`config.mk`:
```
export PLATFORM = sky130hd
export DESIGN_NAME = core_pipe_ctrl
export DESIGN_NICKNAME = d
export VERILOG_FILES = /design/src/rtl/core_pipe_ctrl.sv
export SDC_FILE = /design/constraint.sdc
export NUM_CORES = 1
export LEC_CHECK = 0
export BUFFER_PORTS_ARGS = -buffer_cell sky130_fd_sc_hd__buf_2
export CAP_MARGIN = 20
export CORE_ASPECT_RATIO = 1.4
export CORE_MARGIN = 2
export CORE_UTILIZATION = 30
export CTS_BUF_LIST = sky130_fd_sc_hd__clkbuf_4 sky130_fd_sc_hd__clkbuf_8
export DETAILED_ROUTE_END_ITERATION = 8
export GPL_TIMING_DRIVEN = 0
export HOLD_SLACK_MARGIN = 0.03
export MAX_ROUTING_LAYER = met4
export PLACE_DENSITY = 0.47
export SLEW_MARGIN = 10
export SYNTH_ARGS = -nofsm -noshare
export SYNTH_HDL_FRONTEND = slang
export SYNTH_SLANG_ARGS = --single-unit
```
`constraint.sdc`:
```
create_clock -name i_Clk -period 3 [get_ports i_Clk]
set_input_delay 0.6 -clock i_Clk [delete_from_list [all_inputs] [get_ports i_Clk]]
set_output_delay 0.6 -clock i_Clk [all_outputs]
set_load 0.05 [all_outputs]
```
`src/rtl/core_pipe_ctrl.sv`:
```
// Pipeline sequencing controller for the KayRV32 core: stall/flush enables for
// IF/ID/EX, trap sequencing and a saturating stall-cycle counter.
module core_pipe_ctrl #(
  parameter int unsigned FLUSH_CYC    = 2,
  parameter int unsigned MEM_TIMEOUT  = 64,
  parameter bit          HALT_ON_TRAP = 1'b1,
  parameter int unsigned CNT_W        = 16
) (
  input  logic             i_Clk,
  input  logic             i_Rstn,
  input  logic [4:0]       i_IdRs1,
  input  logic             i_IdRs1Used,
  input  logic [4:0]       i_IdRs2,
  input  logic             i_IdRs2Used,
  input  logic [4:0]       i_ExRd,
  input  logic             i_ExIsLoad,
  input  logic             i_BrTaken,
  input  logic             i_Exception,
  input  logic             i_Event,
  input  logic             i_MemReq,
  input  logic             i_MemAck,
  output logic             o_StallIF,
  output logic             o_StallID,
  output logic             o_FlushID,
  output logic             o_FlushEX,
  output logic             o_Trap,
  output logic [1:0]       o_Cause,
  output logic             o_Halted,
  output logic [CNT_W-1:0] o_StallCnt
);

  localparam int unsigned FC_W = 3;
  localparam int unsigned WC_W = 8;

  typedef enum logic [2:0] {
    ST_RUN     = 3'd0,
    ST_MEMWAIT = 3'd1,
    ST_FLUSH   = 3'd2,
    ST_TRAP    = 3'd3,
    ST_HALT    = 3'd4
  } state_t;

  state_t            state, state_nxt;
  logic [FC_W-1:0]   flush_cnt, flush_cnt_nxt;
  logic [WC_W-1:0]   wait_cnt, wait_cnt_nxt;
  logic [1:0]        cause_q, cause_nxt;
  logic [CNT_W-1:0]  stall_cnt;
  logic              load_use, trap_req, mem_wait;
  logic              stall_if, stall_id, flush_id, flush_ex, trap, halted;

  assign load_use = i_ExIsLoad && (i_ExRd != 5'd0) &&
                    ((i_IdRs1Used && (i_IdRs1 == i_ExRd)) ||
                     (i_IdRs2Used && (i_IdRs2 == i_ExRd)));
  assign trap_req = i_Exception || i_Event;
  assign mem_wait = i_MemReq && !i_MemAck;

  // Next-state and stage-enable decode; RUN decisions act in the same cycle.
  always_comb begin
    state_nxt     = state;
    flush_cnt_nxt = flush_cnt;
    wait_cnt_nxt  = wait_cnt;
    cause_nxt     = cause_q;
    stall_if      = 1'b0;
    stall_id      = 1'b0;
    flush_id      = 1'b0;
    flush_ex      = 1'b0;
    trap          = 1'b0;
    halted        = 1'b0;
    case (state)
      ST_RUN: begin
        if (trap_req) begin
          flush_id  = 1'b1;
          flush_ex  = 1'b1;
          cause_nxt = i_Exception ? 2'd1 : 2'd2;
          state_nxt = ST_TRAP;
        end else if (i_BrTaken) begin
          flush_id      = 1'b1;
          flush_ex      = 1'b1;
          flush_cnt_nxt = FC_W'(FLUSH_CYC - 1);
          if (FLUSH_CYC > 1) state_nxt = ST_FLUSH;
        end else if (mem_wait) begin
          wait_cnt_nxt = '0;
          state_nxt    = ST_MEMWAIT;
        end else if (load_use) begin
          stall_if = 1'b1;
          stall_id = 1'b1;
        end
      end
      ST_MEMWAIT: begin
        if (i_MemAck) begin
          state_nxt = ST_RUN;
        end else begin
          stall_if     = 1'b1;
          stall_id     = 1'b1;
          wait_cnt_nxt = wait_cnt + WC_W'(1);
          if (wait_cnt == WC_W'(MEM_TIMEOUT - 1)) begin
            cause_nxt = 2'd3;
            state_nxt = ST_TRAP;
          end
        end
      end
      ST_FLUSH: begin
        flush_id = 1'b1;
        flush_ex = 1'b1;
        if (i_BrTaken) begin
          flush_cnt_nxt = FC_W'(FLUSH_CYC - 1);
        end else begin
          flush_cnt_nxt = (flush_cnt == '0) ? '0 : flush_cnt - FC_W'(1);
          if (flush_cnt <= FC_W'(1)) state_nxt = ST_RUN;
        end
      end
      ST_TRAP: begin
        trap      = 1'b1;
        stall_if  = 1'b1;
        flush_id  = 1'b1;
        flush_ex  = 1'b1;
        state_nxt = HALT_ON_TRAP ? ST_HALT : ST_RUN;
      end
      ST_HALT: begin
        halted   = 1'b1;
        stall_if = 1'b1;
        stall_id = 1'b1;
      end
      default: state_nxt = ST_RUN;
    endcase
  end

  // Reset forces every enable low in the very cycle it is sampled.
  assign o_StallIF  = i_Rstn && stall_if;
  assign o_StallID  = i_Rstn && stall_id;
  assign o_FlushID  = i_Rstn && flush_id;
  assign o_FlushEX  = i_Rstn && flush_ex;
  assign o_Trap     = i_Rstn && trap;
  assign o_Halted   = i_Rstn && halted;
  assign o_Cause    = cause_q;
  assign o_StallCnt = stall_cnt;

  always_ff @(posedge i_Clk) begin
    if (!i_Rstn) begin
      state     <= ST_RUN;
      flush_cnt <= '0;
      wait_cnt  <= '0;
      cause_q   <= 2'd0;
      stall_cnt <= '0;
    end else begin
      state     <= state_nxt;
      flush_cnt <= flush_cnt_nxt;
      wait_cnt  <= wait_cnt_nxt;
      cause_q   <= cause_nxt;
      if (o_StallID && (stall_cnt != '1)) stall_cnt <= stall_cnt + CNT_W'(1);
    end
  end

endmodule
```
# [Word level (Yosys, flattened, before mapping)]
# Index checks and enable logic that the tools add are counted.
[totals] inputBits=25 ff_bits=32
[classes] bitwise_logic=1 reduce_logical=25 magnitude_cmp=1 muxes=35 eq_ne=19 add_sub_neg=3
[ops] operator="$mux W3" n=11
[ops] operator="$mux W8" n=4
[ops] operator="$ne A2 B2 Y1 const B" n=9
[ops] operator="$add A16 B1 Y16 const B" n=1
[ops] operator="$ne A16 B16 Y1 const B" n=1
[ops] operator="$pmux W8 S2" n=1
[ops] operator="$pmux W3 S5" n=1
[ops] operator="$logic_and A1 B1 Y1" n=11
[ops] operator="$eq A5 B5 Y1" n=2
[ops] operator="$reduce_and A5 Y1" n=2
[ops] operator="$mux W1" n=9
[ops] operator="$add A8 B1 Y8 const B" n=1
[ops] operator="$eq A8 B6 Y1 const B" n=1
[ops] operator="$mux W2" n=4
[ops] operator="$eq A3 B2 Y1 const B" n=2
[ops] operator="$logic_not A3 Y1" n=2
[ops] operator="$pmux W1 S3" n=2
[ops] operator="$pmux W3 S2" n=1
[ops] operator="$reduce_bool A5 Y1" n=1
[ops] operator="$ne A4 B4 Y1 const B" n=1
[ops] operator="$pmux W2 S2" n=1
[ops] operator="$reduce_and A4 Y1" n=1
[ops] operator="$reduce_bool A2 Y1" n=2
[ops] operator="$reduce_or A2 Y1" n=2
[ops] operator="10 further kinds" n=11

# [Logic depth before layout (Yosys ltp)]
# Gate-level depths: netlist of run 1.
[depth] depth_word=11 mapped_depth=9 depth_no_buf=7

# [Worst setup path before layout of run 1]
# OpenSTA, ideal clock, no wires.
[synth_timing] path_type="input to output" start="in i_MemReq" end="out o_StallIF" cell_stages=5 arrival_ns=2.779 t_required_ns=2.400 setup_slack_ns=-0.379 path_buffers=0 cell_sequence="a2111oi_4 -> and4_4 -> nand2_1 -> a31o_2 -> a221oi_1"
[synth_via] elab_chain_len=6
[synth_rtl] item="from (decl)" line_no="20" rtl="input logic i_MemReq,"
[synth_rtl] item="$logic_and A1 B1 Y1" line_no="55" rtl="assign mem_wait = i_MemReq && !i_MemAck;"
[synth_rtl] item="$mux W1" line_no="81" rtl="end else if (mem_wait) begin"
[synth_rtl] item="$mux W1" line_no="76" rtl="end else if (i_BrTaken) begin"
[synth_rtl] item="$mux W1" line_no="71" rtl="if (trap_req) begin"
[synth_rtl] item="$pmux W1 S3" line_no="69" rtl="case (state)"
[synth_rtl] item="$logic_and A1 B1 Y1" line_no="129" rtl="assign o_StallIF = i_Rstn && stall_if;"
[synth_rtl] item="to (decl)" line_no="22" rtl="output logic o_StallIF,"
# No other way between the ends.

# [Worst setup path in the final report of run 1]
[layout_timing] start="in i_MemAck" end="out o_StallIF"
[layout_via] elab_chain_len=7 elab_cells_between_ends=8
[layout_rtl] item="from (decl)" line_no="21" rtl="input logic i_MemAck,"
[layout_rtl] item="$logic_not A1 Y1" line_no="55"
[layout_rtl] item="$logic_and A1 B1 Y1" line_no="55"
[layout_rtl] item="$mux W1" line_no="81"
[layout_rtl] item="$mux W1" line_no="76"
[layout_rtl] item="$mux W1" line_no="71"
[layout_rtl] item="$pmux W1 S3 (*)" line_no="69"
[layout_rtl] item="$logic_and A1 B1 Y1 (*)" line_no="129"
# Mark *: on every way between the ends. The rest lies on a longest branch, timed or not.

==> impl_metrics.tcl, run 1 <==
set metrics [dict create \
    status "finished, final reports clean" \
    synth_adder_area_share 0.02633 \
    maxCapViolations 0 \
    dp_hpwl_um 3874 \
    clk_latency_ns 0.28 \
    grt_pass1_vias 1858 \
    grtUsageTotal 0.1550 \
    syn_area_um2 1901 \
    crit_fanout 3 \
    cts_root_buf "clkbuf_8" \
    muxShareOfSynthArea 0.02633 \
    die_height_um 98.18 \
    synth_compound_area_frac 0.2126 \
    rrSetupSlack_ns 0.73 \
    yosys.area_share.simple 0.2798 \
    worst_hold_slack_ns 0.4808 \
    post_cts_buffers 0 \
    dpl_cell_area_um2 2237 \
    grt_remaining_overflow 0 \
    utilization 0.3757 \
    path_clk_slew_ns 0.06 \
    layout-drive-gt1-share 0.2526 \
    drt-initial-drc-count 55 \
    synth.ff_latch_count 32 \
    cts_made_buffers 5 \
    power.leakage_nw 0.9126 \
    swShare 0.4022 \
    post-synth-top-count-cell "dfxtp_1" \
    num_vias 1847 \
    antenna_found_initial 0 \
    power_density_nw_per_um2 585.4 \
    synth_warnings 0 \
    async_flop_share 0 \
    hold_violations 0 \
    routabilityCongestion 0.7889 \
    fin_skew_ns 0.007186 \
    ant_nets 0 \
    htreeDepth 2 \
    coreArea_um2 6168 \
    insertedDiodeCount 0 \
    worstMarginPinSlew_ns 0.6081 \
    finalSetupViolations 0 \
    clockBufferDepth 2 \
    synth_cell_type_count 49 \
    ir_worst_vdd_v 0.0001920 \
    post_synth.cell_area_avg_um2 8.228 \
    cp-start-kind "input pin" \
    p_int_uw 810.9 \
    nNetsFinal 314 \
    ys_top_cells_by_area "dfxtp_1 (34%), xnor2_1 (5.1%), a21oi_1 (5.0%)" \
    grt_max_degree 11 \
    cp.required_ns 2.40 \
    route.final.wire_length_um 4905 \
    fmax_mhz 346.0 \
    rsz0062_at_grt "false" \
    synth_edf_count 0 \
    synth_fp_nets 260 \
    clockPowerShare 0.237 \
    worst_setup_path_end_kind "output port" \
    min_path_type "reg -> reg" \
    area_growth_pct 21.92 \
    drc 0 \
    start_util 0.3081 \
    max_slew_margin 0.5909 \
    synth_top_area_frac 0.3371 \
    setup_tns_ns 0 \
    synthTopCellsByCount "dfxtp_1 (32), nor2_1 (25), nand2_1 (22)" \
    period_needed_ns 2.891 \
    critPathKind "in -> out" \
    wl_per_cell_um 13.74 \
    p_seq_frac 0.367 \
    hold_buffers 0 \
    rows 34 \
    stdcell_area_um2 2317 \
    vias_per_cell 5.174 \
    port_buffers 48 \
    finalCritPeriodShare 0.9635 \
    cts_sinks 32 \
    comb_power_share 0.396 \
    synthCells 231 \
    finalMaxSlewViolations 0 \
    synth-main-ff-cell "dfxtp_1" \
    netlist.top_cell.by_area "dfxtp_1" \
    crit_arrival_ns 2.29 \
    p_sw_uw 545.6 \
    cts_tree "built" \
    fin_ws_ns 0.1095 \
    ios 49 \
    fp.dieArea_um2 6997 \
    first_pass_iters 4 \
    pre_cts_slack_ns 0.05626 \
    synth-seq-area-share 0.3371 \
    synth_top_family_by_area "simple AND/OR/NAND/NOR gates" \
    synth-xor-area-share 0.07373 \
    die_w_um 71.27 \
    grt_pass1_wl_um 8466 \
]
[final timing paths]
check / from / to / cells after the start
worst min-delay path: flush_cnt[0]$_SDFFE_PN0P_ / flush_cnt[0]$_SDFFE_PN0P_ / 2
worst max-delay path: i_MemAck / o_StallIF / 8
worst min register to register: flush_cnt[0]$_SDFFE_PN0P_ / flush_cnt[0]$_SDFFE_PN0P_ / 2
worst max register to register: o_StallCnt[0]$_SDFFE_PN0P_ / o_StallCnt[1]$_SDFFE_PN0P_ / 9
[cells in the final DEF, fill, tap and decap left out, drive strengths merged, types with 2 or more instances in the layout]
| master | Yosys | layout |
|---|---|---|
| nor4 | 4 | 4 |
| clkbuf | 5 | 11 |
| nand2b | 5 | 5 |
| or4 | 6 | 6 |
| mux2i | 5 | 5 |
| or3 | 4 | 4 |
| buf | 6 | 53 |
| a21oi | 19 | 19 |
| and2 | 2 | 2 |
| nand4 | 8 | 8 |
| o31a | 2 | 2 |
| nor3 | 6 | 6 |
| o311ai | 2 | 2 |
| o21ai | 8 | 8 |
| xnor2 | 11 | 11 |
| inv | 7 | 7 |
| a211oi | 2 | 2 |
| xor2 | 5 | 5 |
| o31ai | 8 | 8 |
| dfxtp | 32 | 32 |
| and3 | 4 | 4 |
| o21a | 2 | 2 |
| nand3 | 7 | 7 |
| ha | 4 | 4 |
| nor2 | 25 | 25 |
| o41ai | 2 | 2 |
| nand2 | 22 | 22 |
| and4 | 3 | 3 |
| a21o | 2 | 2 |
[flip-flops by register name, summed over array words and instances (netlist names)]
signal      cells
flush_cnt       3
o_Cause         2
o_StallCnt     16
state           3
wait_cnt        8
[final cells by class]
class / count / area, µm²
Clock buffer: 6 / 76.32
Inverter: 7 / 26.28
Timing Repair Buffer: 48 / 242.7
Fill cell: 678 / 3851
Sequential cell: 32 / 640.6
Tap cell: 72 / 90.09
Multi-Input combinational cell: 181 / 1182
Clock inverter: 1 / 5.005
Buffer: 10 / 53.80
[worst max-delay path, stage by stage]
cell	delay, ns
buf_2	0.12
inv_2	0.07
a2111oi_4	0.32
and4_4	0.30
nand2_1	0.09
a31o_2	0.27
a221oi_2	0.26
clkbuf_4	0.27
[logic make-up after synthesis]
logic type               Yosys count
buffers and inverters             18
XOR/XNOR                          16
flip-flops                        32
multiplexers                       5
AND/OR/NAND/NOR                  100
AO/OA/AOI/OAI                     56
adder cells (fa/ha/maj)            4
[layer usage]
layer | global-route usage | up-vias | wire, µm
li1 | - | 953 | -
met1 | 0.1712 | 847 | 2148
met2 | 0.2707 | 45 | 2513
met3 | 0.03406 | 2 | 214
met4 | 0.05225 | 0 | 28
met5 | - | - | 0
[power by group through the flow]
stage,Sequential (mW),Clock [mW],Combinational (mW)
finish,0.497,0.321,0.538
global route,0.501,0.355,0.600
CTS,0.498,0.341,0.546
detailed placement,0.508,0,0.544
global placement,0.507,0,0.544
floorplan,0.542,0,0.374
[repair_timing]
action	4_1_cts	5_1_grt
hold endpoints to repair	0	0
setup endpoints to repair	0	2
resized for setup	0	1
[through the flow]
step	power (mW)	std cells
2_1_floorplan	0.9160	231
3_3_place_gp	1.052	351
3_5_place_dp	1.052	351
4_1_cts	1.385	358
5_1_grt	1.456	357
6_report	1.356	357
Power figures use the tool's default switching activity.
==> run 2: changes to the inputs <==
CORE_ASPECT_RATIO = default   (was 1.4)
==> run 2 against run 1 <==
  * Clock power grew 44%
  * Via count is essentially flat
  * Worst setup slack worse by 0.0095 ns
  * Register-to-register slack improved by 0.07 ns
  * Cell count increased by 1.1%
  * Hold slack better by 0.0091 ns
==> impl_metrics.tcl, run 2 (synthesis gave the netlist of run 1 again) <==
set metrics [dict create \
    grt_pass1_wl_um 8418 \
    cts_resized 0 \
    ant_nets 0 \
    hold_buffers 0 \
    layout_commonest_cell "buf_2" \
    coreArea_um2 6026 \
    antenna_found_initial 0 \
    area_growth_pct 24.49 \
    worstMarginPinSlew_ns 0.6136 \
    port_buffers 48 \
    first_pass_iters 4 \
    multi_input_area_um2 1182 \
    fin_skew_ns 0.002588 \
    vias_per_cell 5.114 \
    wl_met3_um 253 \
    path_clk_slew_ns 0.07 \
    min_path_type "reg -> reg" \
    fp.dieArea_um2 6988 \
    hold_start "flush_cnt[0]$_SDFFE_PN0P_" \
    crit_fanout 3 \
    route.final.wire_length_um 4975 \
    drt-initial-drc-count 88 \
    status "finished, final reports clean" \
    die_height_um 83.60 \
    critPathKind "in -> out" \
    r2r_cells 9 \
    final_cell_mix "buf_2 (51), dfxtp_1 (32), nor2_1 (25)" \
    fmax_mhz 344.8 \
    worst_hold_slack_ns 0.4899 \
    min_to "flush_cnt[0]$_SDFFE_PN0P_" \
    drc 0 \
    nNetsFinal 314 \
    power.leakage_nw 0.9331 \
    layout-drive-gt1-share 0.2552 \
    drt-met1-wl_um 2513 \
    cts_root_buf "clkbuf_8" \
    cts_tree "built" \
    routabilityCongestion 0.7941 \
    crit_arrival_ns 2.30 \
    grtUsageTotal 0.1518 \
    grt_remaining_overflow 0 \
    max_slew_margin 0.5882 \
    cts_sinks 32 \
    num_vias 1846 \
    total_power_mw 1.502 \
    htreeDepth 2 \
    grt_pass1_vias 1711 \
    post_cts_buffers 0 \
    highest_layer "met4" \
    cp.required_ns 2.40 \
    start_util 0.3154 \
    largest_reg_flops 16 \
    clockBufferDepth 2 \
    rrSetupSlack_ns 0.80 \
    power_density_nw_per_um2 634.7 \
    rr_endpoint "o_StallCnt[1]$_SDFFE_PN0P_" \
    hold_violations 0 \
    finalSetupViolations 0 \
    die_w_um 83.60 \
    ir_worst_vdd_v 0.0003900 \
    finalMaxSlewViolations 0 \
    ios 49 \
    period_needed_ns 2.900 \
    clk_latency_ns 0.29 \
    finalCritPeriodShare 0.9667 \
    cp-start-kind "input pin" \
    rows 28 \
    dp_hpwl_um 3717 \
    grt_max_degree 11 \
    seq_area_um2 640.6 \
    dr_wl_met2_um 2158 \
    wl_per_cell_um 13.78 \
    maxCapViolations 0 \
    insertedDiodeCount 0 \
    reg2reg_from "o_StallCnt[0]$_SDFFE_PN0P_" \
    fillers 639 \
    cts_made_buffers 5 \
    holdPathStages 2 \
    worst_setup_path_end_kind "output port" \
]
==> run 2: metrics by stage <==
step                      setup slack, ns  area, µm²  std cells  utilization    TNS, ns
final                             0.09995       2366        361       0.3927          0
after global routing            -0.001128       2366        361       0.3927  -0.001128
after global placement            0.01692       2241        354       0.3719          0
after CTS                         0.03822       2367        362       0.3929          0
after detailed placement          0.04229       2241        354       0.3719          0
after floorplan                   0.07475       1907        231            -          0
==> run 2: power breakdown <==
part / total [mW] / internal (mW) / switching, mW
clock network: 0.463 / 0.293 / 0.170
logic: 0.543 / 0.182 / 0.361
registers: 0.496 / 0.463 / 0.0335
==> run 2: cell type report <==
| type | instances | area share |
|---|---|---|
| multi-input cells | 181 | 0.4997 |
| flip-flops and latches | 32 | 0.2708 |
| repair buffers | 48 | 0.1026 |
| clock buffers | 7 | 0.04072 |
| well taps | 75 | 0.03966 |
| plain buffers | 10 | 0.02274 |
| clock inverters | 1 | 0.01269 |
| inverters | 7 | 0.01111 |
==> run 2: worst max-delay path by stage <==
| stage | startpoint | to | slack, ns | cells after the start |
|---|---|---|---|---|
| 4_1_cts | i_MemAck | o_StallIF | 0.04 | 8 |
| 6_report | i_MemAck | o_StallIF | 0.1 | 8 |
| 2_1_floorplan | i_MemReq | o_StallIF | 0.07 | 5 |
| 3_5_place_dp | i_MemReq | o_StallIF | 0.04 | 7 |
| 3_3_place_gp | i_MemAck | o_StallIF | 0.02 | 8 |
| 5_1_grt | i_MemAck | o_StallIF | -0.001 | 8 |
==> run 2: metal layers <==
| metal | vias up | global-route usage |
|---|---|---|
| li1 | 958 | - |
| met1 | 841 | 0.2010 |
| met2 | 43 | 0.2298 |
| met3 | 4 | 0.04352 |
| met4 | 0 | 0.03519 |
| met5 | - | - |
==> run 2: critical path: stages <==
cell and delay, ns:
buf_2 0.11, inv_2 0.06, a2111oi_4 0.33, and4_4 0.30
nand2_1 0.09, a31o_2 0.27, a221oi_2 0.28, buf_4 0.24
